**src/rtl/coin_acceptor.sv**
```systemverilog
// -----------------------------------------------------------------------------
// coin_acceptor
//
// Front-end payment stage for the vending machine controller. It totals the
// coins a customer inserts (1, 2, 5 or 10 units). On pay it hands the credit
// to the controller through enable_amt / entered_amount. On cancel it refunds
// the credit.
//
// Optional feature (macro COIN_TIMEOUT_EN):
//   When the macro is defined, the block refunds automatically after
//   TIMEOUT_CYCLES idle cycles in COLLECT. When it is undefined, COLLECT is
//   left only by pay or cancel.
//
// Parameters
//   MAX_CREDIT      largest credit that may be held (1..255)
//   TIMEOUT_CYCLES  idle COLLECT cycles before auto-refund (COIN_TIMEOUT_EN)
//
// Ports
//   clk             rising-edge clock
//   rst             asynchronous reset, active low
//   coin_valid      one-cycle strobe, a coin is present
//   coin_type[1:0]  0 -> 1, 1 -> 2, 2 -> 5, 3 -> 10 units
//   pay             customer confirms payment
//   cancel          customer aborts
//   vm_ready        controller is waiting for the amount
//   enable_amt      one-cycle strobe carrying entered_amount
//   entered_amount  delivered amount, 0 outside enable_amt
//   coin_accept     one-cycle pulse, coin credited
//   coin_reject     one-cycle pulse, coin returned
//   refund_valid    one-cycle pulse carrying refund_amount
//   refund_amount   refunded amount, 0 outside refund_valid
//   credit          current credit
//   busy            high while in PRESENT or REFUND
// -----------------------------------------------------------------------------
module coin_acceptor #(
  parameter int MAX_CREDIT     = 255,
  parameter int TIMEOUT_CYCLES = 255
) (
  input  logic       clk,
  input  logic       rst,
  input  logic       coin_valid,
  input  logic [1:0] coin_type,
  input  logic       pay,
  input  logic       cancel,
  input  logic       vm_ready,
  output logic       enable_amt,
  output logic [7:0] entered_amount,
  output logic       coin_accept,
  output logic       coin_reject,
  output logic       refund_valid,
  output logic [7:0] refund_amount,
  output logic [7:0] credit,
  output logic       busy
);

  // Reject configurations the 8-bit datapath cannot represent.
  if (MAX_CREDIT < 1 || MAX_CREDIT > 255) begin : g_bad_max_credit
    $error("coin_acceptor: MAX_CREDIT must be in 1..255");
  end
  if (TIMEOUT_CYCLES < 1 || TIMEOUT_CYCLES > 65535) begin : g_bad_timeout
    $error("coin_acceptor: TIMEOUT_CYCLES must be in 1..65535");
  end

  localparam logic [8:0] MAX_CREDIT_9 = 9'(MAX_CREDIT);

  typedef enum logic [1:0] {
    S_IDLE,
    S_COLLECT,
    S_PRESENT,
    S_REFUND
  } state_t;

  state_t     state, state_n;
  logic [7:0] credit_n;
  logic [7:0] entered_n;
  logic [7:0] refund_n;
  logic       accept_n;
  logic       reject_n;
  logic       enable_n;
  logic       refund_valid_n;
  logic       busy_n;
  logic [7:0] coin_val;
  logic       coin_ok;

`ifdef COIN_TIMEOUT_EN
  logic [15:0] idle_cnt, idle_cnt_n, idle_cnt_inc;
`endif

  function automatic logic [7:0] coin_value(input logic [1:0] t);
    case (t)
      2'd0:    return 8'd1;
      2'd1:    return 8'd2;
      2'd2:    return 8'd5;
      default: return 8'd10;
    endcase
  endfunction

  // The sum is formed at 9 bits so a near-full credit can never wrap and
  // sneak under the cap.
  function automatic logic credit_fits(input logic [7:0] c, input logic [7:0] v);
    return ({1'b0, c} + {1'b0, v}) <= MAX_CREDIT_9;
  endfunction

  assign coin_val = coin_value(coin_type);
  assign coin_ok  = coin_valid && credit_fits(credit, coin_val);

  always_comb begin
    state_n        = state;
    credit_n       = credit;
    entered_n      = 8'd0;
    refund_n       = 8'd0;
    accept_n       = 1'b0;
    reject_n       = 1'b0;
    enable_n       = 1'b0;
    refund_valid_n = 1'b0;
`ifdef COIN_TIMEOUT_EN
    idle_cnt_n     = idle_cnt;
    idle_cnt_inc   = idle_cnt + 16'd1;
`endif

    case (state)
      S_IDLE: begin
        // pay and cancel are meaningless with no credit.
        if (coin_ok) begin
          accept_n = 1'b1;
          credit_n = credit + coin_val;
          state_n  = S_COLLECT;
`ifdef COIN_TIMEOUT_EN
          idle_cnt_n = 16'd0;
`endif
        end else begin
          reject_n = coin_valid;
        end
      end

      S_COLLECT: begin
        // A coin arriving together with pay or cancel is always returned.
        if (cancel) begin
          reject_n = coin_valid;
          state_n  = S_REFUND;
        end else if (pay) begin
          reject_n = coin_valid;
          state_n  = S_PRESENT;
        end else if (coin_ok) begin
          accept_n = 1'b1;
          credit_n = credit + coin_val;
`ifdef COIN_TIMEOUT_EN
          idle_cnt_n = 16'd0;
`endif
        end else begin
          reject_n = coin_valid;
`ifdef COIN_TIMEOUT_EN
          idle_cnt_n = idle_cnt_inc;
          if (idle_cnt_inc == 16'(TIMEOUT_CYCLES)) begin
            state_n = S_REFUND;
          end
`endif
        end
      end

      S_PRESENT: begin
        reject_n = coin_valid;
        // cancel wins even if the controller is ready in the same cycle.
        if (cancel) begin
          state_n = S_REFUND;
        end else if (vm_ready) begin
          enable_n  = 1'b1;
          entered_n = credit;
          credit_n  = 8'd0;
          state_n   = S_IDLE;
        end
      end

      default: begin  // S_REFUND
        reject_n       = coin_valid;
        refund_valid_n = 1'b1;
        refund_n       = credit;
        credit_n       = 8'd0;
        state_n        = S_IDLE;
      end
    endcase

    busy_n = (state_n == S_PRESENT) || (state_n == S_REFUND);
  end

  always_ff @(posedge clk or negedge rst) begin
    if (!rst) begin
      state          <= S_IDLE;
      credit         <= 8'd0;
      entered_amount <= 8'd0;
      refund_amount  <= 8'd0;
      coin_accept    <= 1'b0;
      coin_reject    <= 1'b0;
      enable_amt     <= 1'b0;
      refund_valid   <= 1'b0;
      busy           <= 1'b0;
    end else begin
      state          <= state_n;
      credit         <= credit_n;
      entered_amount <= entered_n;
      refund_amount  <= refund_n;
      coin_accept    <= accept_n;
      coin_reject    <= reject_n;
      enable_amt     <= enable_n;
      refund_valid   <= refund_valid_n;
      busy           <= busy_n;
    end
  end

`ifdef COIN_TIMEOUT_EN
  always_ff @(posedge clk or negedge rst) begin
    if (!rst) begin
      idle_cnt <= 16'd0;
    end else begin
      idle_cnt <= idle_cnt_n;
    end
  end
`endif

endmodule

```
**config.mk**
```make
export PLATFORM = sky130hd
export DESIGN_NAME = coin_acceptor
export DESIGN_NICKNAME = d
export VERILOG_FILES = /design/src/rtl/coin_acceptor.sv
export SDC_FILE = /design/constraint.sdc
export NUM_CORES = 1
export LEC_CHECK = 0
export BUFFER_PORTS_ARGS = -buffer_cell sky130_fd_sc_hd__clkbuf_2
export CAP_MARGIN = 40
export CORE_MARGIN = 10
export CORE_UTILIZATION = 31
export DETAILED_ROUTE_END_ITERATION = 8
export PLACE_DENSITY = 0.6
export SYNTH_ARGS = -nofsm -noshare
export SYNTH_HDL_FRONTEND = slang
export SYNTH_SLANG_ARGS = --single-unit
```
**constraint.sdc**
```tcl
create_clock -name clk -period 3.8 [get_ports clk]
set_input_delay 0.76 -clock clk [delete_from_list [all_inputs] [get_ports clk]]
set_output_delay 0.76 -clock clk [all_outputs]
set_load 0.01 [all_outputs]
```
==> flow_summary_export.csv <==
group,metric,value,unit
clock_network,cts.sink_count,31,
clock_network,cts_buffers,5,
detailed_routing,wl,3.19,mm
synth,synth_edf_count,0,
floorplanning,die_w,89.7,um
synth,synth_area,1500,sq um
sta,worst_slew_pin_slew,874,ps
sta,period_needed,2460,ps
floorplanning,die_h,89.7,um
synth,avgSynthCellArea,11.2,sq um
placed_design,io_buffers,36,
cells_and_area,fin_area,1830,sq um
global_route,grt_max_degree,32,
cells_and_area,n_antenna_cell,0,
setup_path,critPathMaxFanout,8,
cells_and_area,drive_gt1_share,31.8,%
cells_and_area,post-route-util,38.8,%
sta,hold_viol,0,
detailed_routing,wl_per_cell,13.5,um
floorplanning,rows,25,
clock_network,cts.hold.buffers_added,0,
sta,fin_setup_tns,0,ps
global_route,grt_pass1_vias,1069,
detailed_routing,vias,1100,
detailed_routing,ant_nets,0,
clock_network,htree_levels,2,
cells_and_area,finalNonFillerCells,237,
sta,clock_skew,8.10,ps
sta,rsz0062_at_grt,"false",
clock_network,postCtsSetupBuffers,0,
power,ir_drop,241,uV
synth,syn-num-nets,147,
detailed_routing,drc_errors,0,
placed_design,postPlaceCellArea,1720,sq um
setup_path,path_class,"input pin to flip-flop",
cells_and_area,fillCellCount,457,
power,cellPowerDensity,649,nW/um^2
sta,finalSetupViolCount,0,
floorplanning,die_area,8040,sq um
synth,yosys_warnings,0,
synth,synth.top_cell.area_share,51.6,%
placed_design,dp.cells,229,
outcome,outcome,"finished clean",
clock_network,path_clk_slew,60,ps
placed_design,dp_hpwl,2.41,mm
floorplanning,core,4720,sq um
sta,fmax,407,MHz
flow_run,maxCapViolations,0,
setup_path,endpoint_kind,"flip-flop",
placed_design,gp_congestion,0.843,
setup_path,cp-start-kind,"input pin",
synth,synth_cell_type_count,44,
synth,synth.yosys.seq_area_share,51.6,%
sta,slew_violations,0,
sta,relSlewSlack,41.7,%
floorplanning,io_pins,37,
sta,min_period_over_period,64.7,%
synth,syn_inst,134,
clock_network,cts-root-buf,"clkbuf_8",
synth,yosysMostFrequentCell,"dfrtp_1",
synth,synthArstFlopShare,100,%
setup_path,worstPathArrival,2630,ps
global_route,grt_pass1_wl,5.31,mm
global_route,grtUsageTotal,8.62,%
synth,synth-main-ff-cell,"dfrtp_1",
clock_network,clk_latency,280,ps
global_route,antenna_found_initial,0,
setup_path,required,3970,ps
clock_network,clock_path_buffers,2,
synth,yosys.area.top_type,"dfrtp_1",
cells_and_area,final_nets,182,
clock_network,cts_tree,"yes",
power,p_leak,0.951,nW
detailed_routing,firstDrtPassIters,4,
cells_and_area,area_growth,21.9,%
min_path,hp-class,"input pin to asynchronous set/reset pin",
global_route,grt.overflow.total,0,
floorplanning,start_util,31.8,%
detailed_routing,drtIter0Drc,38,
synth,ys_ff_latch,31,
detailed_routing,via_per_inst,4.64,
synth,netlist_top_cells_count,"dfrtp_1 (31), a21oi_1 (9), and2_1 (9), and3_1 (9), nor2_1 (6)",
synth,synthTopCellsByArea,"dfrtp_1 (52%), and2_1 (3.7%), and3_1 (3.7%), ha_1 (3.3%), a21oi_1 (3.0%)",
clock_network,cts_resized,0,
## layer usage
layer	global-route usage (%)	wire length (um)
met5	0	0
met4	4.77	90
met3	2.89	252
met2	13.9	1500
met1	9.88	1350
## worst paths after layout
kind                                       start                         end  slack [ps]  cells past startpoint
setup reg to reg           credit[0]$_DFFE_PN0P_       credit[3]$_DFFE_PN0P_        1480                      8
max in group asynchronous                    rst  refund_amount[6]$_DFF_PN0_        2810                      1
hold reg to reg            credit[1]$_DFFE_PN0P_       credit[1]$_DFFE_PN0P_         600                      2
hold / removal                               rst              busy$_DFF_PN0_         530                      1
setup / recovery                    coin_type[0]       credit[3]$_DFFE_PN0P_        1340                     10
min in group clk           credit[1]$_DFFE_PN0P_       credit[1]$_DFFE_PN0P_         600                      2
## cells in the final DEF, fill, tap and decap left out, types with 3 or more instances in the layout
cell	count
clkbuf_2	36
nor2b_1	4
a211o_1	3
nand2b_1	3
nand2_1	4
clkbuf_8	6
nor2_1	6
inv_1	5
ha_1	4
and3_1	9
a21oi_1	9
dfrtp_1	31
and2_1	9
o21ai_0	3
## metrics by stage
stage | total power [mW] | hold WS, ps | worst slack, ps
floorplan | 0.780 | 464 | 1320
global placement | 0.879 | 603 | 1080
detailed placement | 0.879 | 603 | 1050
CTS | 1.21 | 548 | 1350
global route | 1.28 | 589 | 1160
finish | 1.19 | 529 | 1340
## state kept, by name, summed over array words and instances (netlist names)
name	count
busy	1
coin_accept	1
credit	8
refund_valid	1
coin_reject	1
enable_amt	1
entered_amount	8
refund_amount	8
state	2
## area by class of cell
type	count	area, sq um	share of cell area, %
clock buffer	6	82.6	4.51
clock inverter	2	35.0	1.91
inverter	6	22.5	1.23
multi-input combinational	89	653	35.6
sequential	31	776	42.3
tap	67	83.8	4.57
timing repair buffer	36	180	9.83
## critical path: stages
cell	delay, ps
clkbuf_2	110
inv_1	60
ha_1	180
inv_1	60
fa_1	380
nand2b_1	190
a211o_1	370
nand2_1	140
nor4_1	60
a211o_1	300
## cell families (layout without fill, tap and decap cells)
kind of cell               count (synthesis)  in the layout  synth area share, %
and+or+nand+nor                           48             48                 20.8
AOI/OAI and AO/OA                         33             33                 16.1
DFF                                       31             31                 51.6
buffers and inverters                     14             50                 4.99
adders and majority gates                  5              5                 4.66
xor gates and xnor gates                   2              2                 1.16
muxes                                      1              1                0.666
## power by group
group	leakage, nW	switching (mW)	internal [mW]
combinational	0.470	0.187	0.164
sequential	0.420	0.123	0.392
clock	0.0612	0.111	0.212
(Power assumes the default switching activity.)
